--- config.mk ---
export PLATFORM = sky130hd
export DESIGN_NAME = dot_seq_ctrl_flat
export DESIGN_NICKNAME = d
export VERILOG_FILES = /design/src/rtl/dot_seq_ctrl_pkg.sv /design/src/rtl/dot_seq_ctrl_if.sv /design/src/rtl/dot_seq_ctrl_mask.sv /design/src/rtl/dot_seq_ctrl.sv /design/src/flat_wrapper.sv
export SDC_FILE = /design/constraint.sdc
export NUM_CORES = 1
export LEC_CHECK = 0
export ABC_CLOCK_PERIOD_IN_PS = 2200
export CORE_AREA = 2 2 111 113
export CTS_CLUSTER_SIZE = 25
export DETAILED_ROUTE_END_ITERATION = 6
export DIE_AREA = 0 0 113 115
export HOLD_SLACK_MARGIN = 0.08
export MAX_ROUTING_LAYER = met4
export PLACE_DENSITY = 0.88
export SLEW_MARGIN = 20
export SYNTH_ARGS = -nofsm -noshare
export SYNTH_HDL_FRONTEND = slang
export SYNTH_SLANG_ARGS = --single-unit
--- constraint.sdc ---
create_clock -name clk -period 2.2 [get_ports clk]
set_input_delay 0.66 -clock clk [delete_from_list [all_inputs] [get_ports clk]]
set_output_delay 0.66 -clock clk [all_outputs]
set_load 0.03 [all_outputs]
--- src/rtl/dot_seq_ctrl_pkg.sv ---
// Shared definitions for the dot-product sequencer: lane geometry,
// default widths, FSM state encoding and the tail-mask decode.
package dot_seq_ctrl_pkg;

    localparam int LANES         = 4;
    localparam int LANE_W        = 8;
    localparam int WIDTH_SUM_DEF = 32;
    localparam int LEN_W_DEF     = 16;

    typedef enum logic [1:0] {
        IDLE = 2'd0,
        RUN  = 2'd1,
        DONE = 2'd2
    } state_t;

    // Lanes that carry real elements on the final beat, given len mod 4.
    function automatic logic [LANES-1:0] tail_mask(input logic [1:0] tail);
        logic [LANES-1:0] m;
        case (tail)
            2'd1:    m = 4'b0001;
            2'd2:    m = 4'b0011;
            2'd3:    m = 4'b0111;
            default: m = 4'b1111;
        endcase
        return m;
    endfunction

endpackage

--- src/rtl/dot_seq_ctrl_if.sv ---
// Job, operand, MAC and result signals of the dot-product sequencer.
// slave: the sequencer itself; master: front end + MAC side.
interface dot_seq_ctrl_if
    import dot_seq_ctrl_pkg::*;
#(
    parameter int WIDTH_SUM = WIDTH_SUM_DEF,
    parameter int LEN_W     = LEN_W_DEF
) ();

    logic                    start;
    logic [LEN_W-1:0]        len;
    logic [WIDTH_SUM-1:0]    bias;
    logic                    busy;

    logic                    in_valid;
    logic                    in_ready;
    logic [LANES*LANE_W-1:0] in_a;
    logic [LANES*LANE_W-1:0] in_b;

    logic [LANES-1:0]        mac_valid;
    logic [LANES*LANE_W-1:0] mac_a;
    logic [LANES*LANE_W-1:0] mac_b;
    logic [WIDTH_SUM-1:0]    mac_sumin;
    logic [WIDTH_SUM-1:0]    mac_out;

    logic                    res_valid;
    logic                    res_ready;
    logic [WIDTH_SUM-1:0]    res_data;

    modport slave (
        input  start, len, bias, in_valid, in_a, in_b, mac_out, res_ready,
        output busy, in_ready, mac_valid, mac_a, mac_b, mac_sumin,
               res_valid, res_data
    );

    modport master (
        output start, len, bias, in_valid, in_a, in_b, mac_out, res_ready,
        input  busy, in_ready, mac_valid, mac_a, mac_b, mac_sumin,
               res_valid, res_data
    );

endinterface

--- src/rtl/dot_seq_ctrl_mask.sv ---
// Per-lane enable generator for the MAC: all lanes on every beat except
// the last, where only the lanes holding real elements stay enabled.
module dot_seq_mask
    import dot_seq_ctrl_pkg::*;
(
    input  logic             last,
    input  logic [1:0]       tail,
    output logic [LANES-1:0] mask
);

    // Trim upper lanes only on the final beat.
    always_comb begin
        mask = '1;
        if (last) begin
            mask = tail_mask(tail);
        end
    end

endmodule

--- src/rtl/dot_seq_ctrl.sv ---
// Dot-product sequencer: takes a job (len, bias), streams packed int8
// operand beats through an external combinational MAC, keeps the running
// sum in acc and hands back the result with a valid/ready handshake.
// Optional build macro DOT_SEQ_RELU_EN clamps negative results to zero at
// the output only.
//
// state | meaning
// IDLE  | waiting for start; len/bias sampled here
// RUN   | accepting operand beats, beats counts down to the last one
// DONE  | result held on res_data until res_ready
module dot_seq_ctrl
    import dot_seq_ctrl_pkg::*;
#(
    parameter int WIDTH_SUM = WIDTH_SUM_DEF,
    parameter int LEN_W     = LEN_W_DEF
) (
    input  logic           clk,
    input  logic           rst,
    dot_seq_ctrl_if.slave  bus
);

    state_t               state, state_nx;
    logic [WIDTH_SUM-1:0] acc, acc_nx;
    logic [LEN_W-1:0]     beats, beats_nx;
    logic [1:0]           tail, tail_nx;

    logic [LEN_W:0]       len_p3;
    logic [LEN_W-1:0]     beats_init;
    logic                 last_beat;
    logic [LANES-1:0]     lane_mask;
    logic [WIDTH_SUM-1:0] res_val;

    // One extra bit so len near full scale cannot wrap before the divide.
    assign len_p3     = {1'b0, bus.len} + (LEN_W+1)'(3);
    assign beats_init = LEN_W'(len_p3 >> 2);
    assign last_beat  = (beats == LEN_W'(1));

    dot_seq_mask u_mask (
        .last (last_beat),
        .tail (tail),
        .mask (lane_mask)
    );

    // State, accumulator, beat down-counter and tail registers.
    always_ff @(posedge clk or posedge rst) begin
        if (rst) begin
            state <= IDLE;
            acc   <= '0;
            beats <= '0;
            tail  <= '0;
        end else begin
            state <= state_nx;
            acc   <= acc_nx;
            beats <= beats_nx;
            tail  <= tail_nx;
        end
    end

    // Next-state and datapath update decode.
    always_comb begin
        state_nx = state;
        acc_nx   = acc;
        beats_nx = beats;
        tail_nx  = tail;
        case (state)
            IDLE: begin
                if (bus.start) begin
                    acc_nx = bus.bias;
                    if (bus.len != '0) begin
                        beats_nx = beats_init;
                        tail_nx  = bus.len[1:0];
                        state_nx = RUN;
                    end else begin
                        state_nx = DONE;
                    end
                end
            end
            RUN: begin
                if (bus.in_valid) begin
                    acc_nx   = bus.mac_out;
                    beats_nx = beats - LEN_W'(1);
                    if (last_beat) begin
                        state_nx = DONE;
                    end
                end
            end
            DONE: begin
                if (bus.res_ready) begin
                    state_nx = IDLE;
                end
            end
            default: state_nx = IDLE;
        endcase
    end

`ifdef DOT_SEQ_RELU_EN
    assign res_val = acc[WIDTH_SUM-1] ? '0 : acc;
`else
    assign res_val = acc;
`endif

    // Outputs decode from the state register only, never from in_valid.
    assign bus.busy      = (state == RUN) || (state == DONE);
    assign bus.in_ready  = (state == RUN);
    assign bus.res_valid = (state == DONE);
    assign bus.res_data  = (state == DONE) ? res_val : '0;
    assign bus.mac_valid = (state == RUN) ? lane_mask : '0;
    assign bus.mac_a     = bus.in_a;
    assign bus.mac_b     = bus.in_b;
    assign bus.mac_sumin = acc;

endmodule

--- src/flat_wrapper.sv ---
// flat-port wrapper written by rule: the top's interface ports become plain ports
module dot_seq_ctrl_flat import dot_seq_ctrl_pkg::*;
#(
    parameter int WIDTH_SUM = WIDTH_SUM_DEF,
    parameter int LEN_W     = LEN_W_DEF
)
  (clk, rst, bus_start, bus_len, bus_bias, bus_in_valid, bus_in_a, bus_in_b, bus_mac_out, bus_res_ready, bus_busy, bus_in_ready, bus_mac_valid, bus_mac_a, bus_mac_b, bus_mac_sumin, bus_res_valid, bus_res_data);
  dot_seq_ctrl_if #(.WIDTH_SUM(WIDTH_SUM), .LEN_W(LEN_W)) bus_i ();
  input  logic clk;
  input  logic rst;
  input wire logic [$bits(bus_i.start)-1:0] bus_start;
  input wire logic [$bits(bus_i.len)-1:0] bus_len;
  input wire logic [$bits(bus_i.bias)-1:0] bus_bias;
  input wire logic [$bits(bus_i.in_valid)-1:0] bus_in_valid;
  input wire logic [$bits(bus_i.in_a)-1:0] bus_in_a;
  input wire logic [$bits(bus_i.in_b)-1:0] bus_in_b;
  input wire logic [$bits(bus_i.mac_out)-1:0] bus_mac_out;
  input wire logic [$bits(bus_i.res_ready)-1:0] bus_res_ready;
  output wire logic [$bits(bus_i.busy)-1:0] bus_busy;
  output wire logic [$bits(bus_i.in_ready)-1:0] bus_in_ready;
  output wire logic [$bits(bus_i.mac_valid)-1:0] bus_mac_valid;
  output wire logic [$bits(bus_i.mac_a)-1:0] bus_mac_a;
  output wire logic [$bits(bus_i.mac_b)-1:0] bus_mac_b;
  output wire logic [$bits(bus_i.mac_sumin)-1:0] bus_mac_sumin;
  output wire logic [$bits(bus_i.res_valid)-1:0] bus_res_valid;
  output wire logic [$bits(bus_i.res_data)-1:0] bus_res_data;
  assign bus_i.start = bus_start;
  assign bus_i.len = bus_len;
  assign bus_i.bias = bus_bias;
  assign bus_i.in_valid = bus_in_valid;
  assign bus_i.in_a = bus_in_a;
  assign bus_i.in_b = bus_in_b;
  assign bus_i.mac_out = bus_mac_out;
  assign bus_i.res_ready = bus_res_ready;
  assign bus_busy = bus_i.busy;
  assign bus_in_ready = bus_i.in_ready;
  assign bus_mac_valid = bus_i.mac_valid;
  assign bus_mac_a = bus_i.mac_a;
  assign bus_mac_b = bus_i.mac_b;
  assign bus_mac_sumin = bus_i.mac_sumin;
  assign bus_res_valid = bus_i.res_valid;
  assign bus_res_data = bus_i.res_data;
  dot_seq_ctrl #(.WIDTH_SUM(WIDTH_SUM), .LEN_W(LEN_W)) u_core (.clk(clk), .rst(rst), .bus(bus_i));
endmodule
==> run summary <==
The largest vdd supply drop is 0.000262 V. The repair_antennas step left the layout with diodes totalling 0. The design draws 2980 uW. In this run, CTS created clock tree buffers numbering 5. The count of mapped cells out of synthesis came out at 436. The HPWL after detailed placement is 8.95 mm. In the final design database the tool counted 731 nets. Fill cells in the final layout number 1,032.

The synthesized netlist contains 48 unique library cells. The final route contains 3,680 vias. The number of H-tree levels is 2. The total placed cells including tap cells came out at 699. By area, the combinational part of the netlist is dominated by simple AND/OR/NAND/NOR gates.

Routability-driven placement finished with a final weighted congestion of 0.889. The share of the cycle needed by the critical path after routing came out at 105%. The total global routing track utilization came out at 18.0%. Summing all flip-flop and latch instances after layout gives 1300 um^2.

The total number of placement rows is 40. The final antenna-violating net count is 0. In this run the clock root is driven by a clkbuf_16.

The source-to-sink clock delay at the later pin of the worst-skew pair is 0.29 ns. The number of buffers on the longest clock path came out at 2. The routed wirelength normalized by instance count came out at 18.2 um. Input and output buffers added on the ports amount to 155. The flow ran to the end, but the final reports show violations. The total power per unit cell area came out at 496 nW/um^2. The max-capacitance violation count came out at 0. The total overflow left after global routing is 0. The overall die height came out at 115 um. The transition time at the pin with the least slew margin is 0.482 ns. The quantity of hold-fixing buffers added after cts came out at 0. After clock tree synthesis, the clock-pin slew on the worst setup and hold paths is 0.07 ns. The first global-routing pass estimated 18.2 mm of wire.

The fraction of the yosys area taken by sequential cells came out at 34.4%. The number of synthesized register bits came out at 52. The setup path with the least slack is of type reg -> out. Setup violations remaining at the end of the flow were counted as 26. The initial utilization of the core area, before any placement, comes to 32.1%. The I/O pin total is 284. The critical path buffer and inverter count is 2. During synthesis, Yosys emitted a total of 0 warnings. The CTS tree is done.

Setup repair after global routing could not meet its margin everywhere. The floorplan die area came out at 13,000 um^2. In the routed design, unresolved DRC markers number 17. The tightest min-delay check is of the reg -> reg type. The total area of multi-input combinational cells came out at 2110 um^2. The critical path goes through inv_2 > ha_4 > nor4b_4 > nand2_1 > o21ai_2 > o21ai_1 > buf_4. Excluding fillers, the count of instances in the completed layout stands at 723. The worst setup path is launched from a flip-flop.

After synthesis, the mean cell area works out to 8.68 um^2. For this run, the top clock speed supported by timing is 431 MHz. The die extent in x is 113 um. The share of the core filled with cells is 50.9%. Relative to the synthesized area, the layout overhead comes to 58.7%.

Summing the areas of all compound-gate instances in the mapped netlist gives 13.5% of the synthesized area. The xor and xnor fraction of the mapped netlist area is 2.78%. The highest cell delay on the worst timing path came out at 0.40 ns. Summed over all cells, the static leakage comes to 0.00276 uW. The number of sinks handled by clock tree synthesis is 52. The number of failing hold endpoints at the final stage was 0. The total nets after synthesis is 592. The library cell used most frequently in the layout, excluding fill and tap cells, is clkdlybuf4s50_1. The time the worst path needs with I/O delays and setup came out at 2.32 ns. The most used flip-flop cell after synthesis is dfrtp_1. The area of the core region is 11,800 um^2. For this run, asynchronously set or reset flops after synthesis account for 100%.

Leaving out fill and tap cells, the most frequent cells in the layout are clkdlybuf4s50_1, buf_4, dfrtp_1, nor2_1, a21oi_1. The number of synthesized flops with an enable pin is 0. The endpoint kind of the worst setup timing path is an output port. The data arrival time of the critical path came out at 1.66 ns. After the first detailed-routing iteration, the DRC count stood at 292. The initial antenna violation count is 0. The wire length after detailed routing is 13.1 mm. The number of max-slew violations in the final report is 0. The synthesized netlist occupies a cell area of 3790 um^2.

The adder and majority gate portion of the synthesized area came out at 2.31%. The maximum number of pins on one net before global-route repair came out at 65. In this run the tightest slew margin relative to its limit is 67.9%. The basic-gate share of the synthesized area counting and, or, nand and nor cells came out at 21.0%. The slowest stage of the critical path belongs to the cell dfrtp_1. The worst clock skew on the final layout is 0.00292 ns.

The required time reported for the critical path endpoint is 1.54 ns. The final reports fail on DRC, setup timing. The portion of netlist area occupied by mux cells came out at 9.58%.

In this design, the largest share of critical-path delay is due to flip-flops. After layout, the worst setup slack is -0.119 ns. The maximum fanout along the worst path came out at 4. The mean number of vias per cell is 5.09. The number of global-route vias before repair is 3,655. In the final layout, the share of cells above drive strength 1 is 29.7%.

The first-pass iteration count of the detailed router came out at 7.
through the flow:
step	setup slack (ns)	hold WS, ns	setup TNS, ns	area [um^2]
after floorplan	-0.0345	0.479	-0.0689	3790
after global routing	-0.229	0.537	-3.03	6010
after detailed placement	-0.353	0.494	-5.22	5280
after global placement	-0.257	0.493	-3.85	5280
after CTS	-0.109	0.517	-0.292	5560
final	-0.119	0.523	-1.11	6010
layout make-up:
type / count / area share (%)
Multi-Input combinational cell: 286 / 35.0
Tap cell: 147 / 3.06
Clock inverter: 3 / 0.708
Sequential cell: 52 / 21.7
Clock buffer: 5 / 2.08
Timing Repair Buffer: 216 / 36.6
Inverter: 14 / 0.874
registers in the layout, indices dropped and copies added (netlist names):
name,flops
u_core.tail,2
u_core.bus.mac_sumin,32
u_core.beats,16
u_core.state,2
per-layer routing:
layer | part of all wire, % | up-vias | track usage [%]
met5 | 0 | - | -
met1 | 38 | 1798 | 20.8
met3 | 6.4 | 22 | 3.69
met2 | 53 | 142 | 31.1
met4 | 2.0 | 0 | 6.50
li1 | - | 1718 | -
power by group:
group,internal [uW],switching (uW)
combinational,470,420
clock,536,367
sequential,1070,119
total,2070,906
timing repair:
item / in CTS / in global routing
setup endpoints to repair: 40 / 46
resized for setup: 18 / 84
buffers inserted: 4 / 7
cloned: 1 / 4
pin swaps: 1 / 13
cells by family (layout without fill, tap and decap cells):
group	count (synthesis)	in the layout
and+or+nand+nor	147	147
buffers and inverters	98	238
AOI/OAI and AO/OA	84	84
DFF	52	52
muxes	36	36
xor gates and xnor gates	12	12
adders and majority gates	7	7
final timing paths:
kind | from | end | slack, ns | cells past startpoint
hold / removal | u_core.tail[1] | u_core.tail[1] | 0.52 | 1
hold reg to reg | u_core.tail[1] | u_core.tail[1] | 0.52 | 1
max in group asynchronous | rst | u_core.bus.mac_sumin[10] | 1.22 | 3
setup reg to reg | u_core.state[1] | u_core.beats[13] | 0.18 | 8
min in group asynchronous | rst | u_core.bus.mac_sumin[16] | 0.73 | 3
setup / recovery | u_core.beats[1] | bus_mac_valid[1] | -0.12 | 7
Yosys cell counts (3+ instances only):
library cell  count  area share (%)
dfrtp_1          52              34
nand2b_1          6            0.99
inv_1            13             1.3
nor2b_1           3            0.50
and2_1           33             5.5
buf_4            65              13
a21oi_1          41             5.4
nand4_1           4            0.66
clkbuf_1          8            0.79
nor4_1            6            0.99
o2bb2ai_1         3            0.69
a22o_1            4            0.93
ha_1              7             2.3
nand2_1          20             2.0
nand3_1          10             1.3
xnor2_1           8             1.9
nor2_1           41             4.1
buf_2            10             1.3
o22ai_1           6            0.99
mux2i_1          34             9.0
nor3_1           10             1.3
xor2_1            4            0.93
nor4_2            5             1.7
o21ai_0          12             1.6
No activity file was read; power rests on OpenSTA's default activity.
==> patch 1: new RTL, same flow settings <==
Change the package constant `LANE_W` from 8 to 12.
--- a/src/rtl/dot_seq_ctrl_pkg.sv
+++ b/src/rtl/dot_seq_ctrl_pkg.sv
@@ -5,3 +5,3 @@
     localparam int LANES         = 4;
-    localparam int LANE_W        = 8;
+    localparam int LANE_W        = 12;
     localparam int WIDTH_SUM_DEF = 32;
Interface: changed (resized bus_in_a, bus_in_b, bus_mac_a and bus_mac_b); port bits go from 284 to 348. No check against the original RTL was run, so the function may have changed too.
==> patch 1 against the unedited design <==
- the flow still finishes with violations (DRC, setup timing)
- utilization shrank 0.65 points
- design area decreased by 1.3%
- power fell by 3.1%
- clock power decreased by 10%
- clock skew up 0.0058 ns
- sequential cell count is the same
- global-route usage increased by 3.0 points
- synthesized cell count grew 7.3%
- area after synthesis increased by 6.3%
- wire length is 9.5% higher
- setup slack got worse by 0.079 ns
==> patch 1: results (changes against the unedited design) <==
stage	metric	value	unit	change
synth	syn_nets	656		+11%
pwr	leak pwr	2.70	nW	-2.4%
synth	Synth area leaders	dfrtp_1, buf_4, mux2i_1		
status	status	complete, but fails checks		
synth	Gate Count Post-Synth	468		+7.3%
finish	Final #Nets	762		+4.2%
synth	post-synthesis sequential area ratio	32.3	%	-2.1 points
timing	final worst slack	-0.198	ns	-0.0792 ns
setup_path	Crit path arrival time	1.74	ns	+0.08 ns
timing	slew margin rel.	70.6	%	+2.7 points
finish	layout cells sized above 1	26.4	%	-3.3 points
global_route	largest net degree at the start of global routing	53		-18%
synth	Commonest cells post-synth	buf_4, dfrtp_1, a21oi_1, nor2_1, mux2i_1		
setup_path	crit path max-delay cell type	dfrtp_1		
finish	final non-filler cell total	722		-0.14%
status	failing checks	DRC, setup timing		
pwr	VDD IR max	0.298	mV	+14%
route	Post-route DRC	19		+2
place	Post-DP HPWL	10.4	mm	+16%
finish	fill cell count	1087		+5.3%
route	WL final	14.4	mm	+9.5%
cts	clk slew on worst S/H paths	0.07	ns	about the same
place	gpl congestion	0.867		-2.4%
place	DP Cell Count	709		+1.4%
timing	# setup viols final	7		-73%
timing	skew final	0.00869	ns	+0.00577 ns
==> patch 1: cell types whose count changed in the layout (fill, tap and decap cells not counted), sizes merged, moves of 2 or more <==
cell,delta
dlymetal6s2s,-4
buf,+4
clkbuf,-2
clkdlybuf4s50,+4
==> patch 1: where the power goes <==
| group | switching, mW | internal [mW] |
|---|---|---|
| sequential | 0.0997 | 1.07 |
| clock | 0.356 | 0.456 |
| combinational | 0.437 | 0.471 |
| total | 0.893 | 2.00 |
==> patch 1: path summary, 6_finish.rpt <==
check                            startpoint               end  slack [ns]  depth (start not counted)
min reg2reg                  u_core.tail[1]    u_core.tail[1]        0.53                          1
min in group asynchronous               rst   u_core.beats[7]        0.74                          3
max                        u_core.beats[10]  bus_mac_valid[2]       -0.20                          6
min                          u_core.tail[1]    u_core.tail[1]        0.53                          1
max in group asynchronous               rst   u_core.state[1]        1.20                          3
max reg2reg                 u_core.state[1]   u_core.beats[4]        0.08                          8
==> patch 1: worst max-delay path, delay by kind of cell (launching register included) <==
kind / cells / cell delay (ns)
buffers and inverters: 2 / 0.30
AO/OA/AOI/OAI: 2 / 0.25
flip-flops: 1 / 0.39
AND/OR/NAND/NOR: 2 / 0.51
==> patch 1: area by class of cell <==
type | instances | share of cell area [%]
Clock buffer | 8 | 2.47
Inverter | 14 | 0.886
Multi-Input combinational cell | 286 | 34.8
Sequential cell | 52 | 22.0
Tap cell | 147 | 3.10
Timing Repair Buffer | 215 | 36.8
==> patch 1: what timing repair did <==
action | CTS | global route
cloned | 1 | 0
gates resized for setup | 26 | 33
endpoints found under the setup margin | 35 | 28
hold endpoints to repair | 0 | 0
pin swaps | 1 | 6
hold buffers | 0 | 0
buffers inserted | 2 | 2
==> patch 1: per-stage QoR <==
stage | util, % | setup TNS (ns) | setup WS [ns] | cell area (sq um)
6_report | 50.2 | -0.831 | -0.198 | 5930
5_1_grt | 50.2 | -1.23 | -0.224 | 5930
4_1_cts | 48.9 | -0.342 | -0.115 | 5780
3_5_place_dp | 46.8 | -5.00 | -0.263 | 5520
3_3_place_gp | 46.8 | -3.18 | -0.199 | 5520
2_1_floorplan | - | -0.0689 | -0.0345 | 4030
==> patch 1: cells by family (layout without fill, tap and decap cells) <==
logic type	count (synthesis)	count (layout)	share of synthesized area (%)
AND/OR/NAND/NOR	147	147	19.7
buffers and inverters	130	237	21.5
AO/OA/AOI/OAI	84	84	12.7
flip-flops	52	52	32.3
multiplexers	36	36	9.01
XOR/XNOR	12	12	2.61
adder cells (fa/ha/maj)	7	7	2.18
==> patch 1: per-layer routing <==
metal,global-route usage (%),vias up,part of all wire [%]
met3,5.85,66,8.4
li1,-,1735,-
met1,23.8,1829,39
met2,34.2,228,48
met4,10.8,0,4.9
met5,-,-,0
==> patch 2: new RTL, same settings <==
Without the edit above. Encoding of `state_t`: now one-hot (3 bits for 3 states).
--- a/src/rtl/dot_seq_ctrl_pkg.sv
+++ b/src/rtl/dot_seq_ctrl_pkg.sv
@@ -9,6 +9,6 @@
 
-    typedef enum logic [1:0] {
-        IDLE = 2'd0,
-        RUN  = 2'd1,
-        DONE = 2'd2
+    typedef enum logic [2:0] {
+        IDLE = 3'b001,
+        RUN  = 3'b010,
+        DONE = 3'b100
     } state_t;
Behaviour: same outputs for any inputs over 4 cycles, from zero or initial values and one cycle with rst high; so few cycles prove little.
==> patch 2 against the unedited design <==
- the flow still finishes with violations (DRC, setup timing)
- sequential cell count up 1
- design area up 0.21%
- first-iteration DRC count up 19%
- wire length down 4.0%
- setup slack worse by 0.54 ns
- area after synthesis down 1.8%
- highest routed layer unchanged
Power is not compared: it rests on default switching activity, and its combinational part moved more than twofold at a synthesized area within 25%.
==> patch 2: results (changes against the unedited design) <==
stage	metric	value	unit	change
timing	slew margin rel.	60.6	%	-7.2 points
synth	Synth Area in Adders	1.35	%	-0.97 points
status	status	complete, but fails checks		
setup_path	Reg2Reg Setup Slack	0.03	ns	-0.15 ns
place	placed inst area	5270	sq um	about the same
route	Post-route DRC	21		+4
finish	Final #Nets	768		+5.1%
synth	Synth area leaders	dfrtp_1, buf_4, nand2_1		
synth	XOR/XNOR share of the synthesized area	2.83	%	+0.050 points
timing	skew final	0.00517	ns	+0.00225 ns
place	Setup WS pre-CTS	-0.387	ns	-0.0344 ns
timing	Hold WS	0.525	ns	+0.00201 ns
route	First DRT Iteration DRCs	348		+19%
synth	Synth Area in Compound Gates	16.8	%	+3.3 points
route	routed wl met2	6.57	mm	-6.0%
global_route	met2 usage	31.8	%	+0.64 points
route	Met1 Routed Length	4.72	mm	-6.6%
route	WL met3	1.03	mm	+22%
timing	final worst slack	-0.659	ns	-0.541 ns
global_route	vias in the first global route	3753		+2.7%
synth	Commonest cells post-synth	nand2_1, buf_4, dfrtp_1, nor2_1		
timing	# setup viols final	11		-58%
setup_path	FF-to-FF End	u_core.beats[11]		
place	Post-DP HPWL	8.67	mm	-3.1%
synth	syn_nets	621		+4.9%
finish	layout cells sized above 1	31.2	%	+1.5 points
status	failing checks	DRC, setup timing		
synth	post-synthesis sequential area ratio	35.7	%	+1.3 points
setup_path	Worst R2R Path Depth	6		-2
synth	Gate Count Post-Synth	468		+7.3%
place	DP Cell Count	739		+5.7%
patch 2: cells by family (layout without fill, tap and decap cells):
group | Yosys count | after routing
flops | 53 | 53
fa+ha+maj | 4 | 4
mux | 2 | 2
xor+xnor | 12 | 12
compound gates | 95 | 95
simple gates | 202 | 202
buf+inv | 100 | 248
patch 2: critical path, cell delays in order, from the launching register on:
cell,delay (ns)
dfrtp_1,0.40
or4_4,0.55
or3_4,0.37
o41ai_4,0.24
buf_6,0.17
o21ai_2,0.06
buf_6,0.14
patch 2: power breakdown:
| group | leakage [nW] | switching, mW | internal (mW) |
|---|---|---|---|
| Combinational | 1.86 | 2.22 | 1.92 |
| Clock | 0.0696 | 0.355 | 0.418 |
| Sequential | 0.608 | 0.386 | 1.45 |
patch 2: layout make-up:
cell class,count,area (sq um)
clock buffers,5,125
well taps,147,184
fillers,1072,5790
flip-flops and latches,53,1330
clock inverters,3,17.5
inverters,9,36.3
repair buffers,231,2310
multi-input cells,315,2020
patch 2: how the worst max path moves through the flow:
stage,startpoint,endpoint,slack [ns],cells past startpoint
after floorplan,u_core.beats[8],bus_mac_valid[2],-0.40,4
after global placement,u_core.beats[1],bus_mac_valid[2],-0.33,7
after detailed placement,u_core.beats[1],bus_mac_valid[1],-0.39,7
after CTS,u_core.beats[8],bus_mac_valid[2],-0.68,6
after global routing,u_core.beats[8],bus_mac_valid[2],-0.72,6
final,u_core.beats[8],bus_mac_valid[2],-0.66,6
patch 2: timing repair:
item	CTS	global route
setup endpoints to repair	46	49
setup buffers	10	4
pin swaps	11	7
resized for setup	77	41
gates cloned	3	1
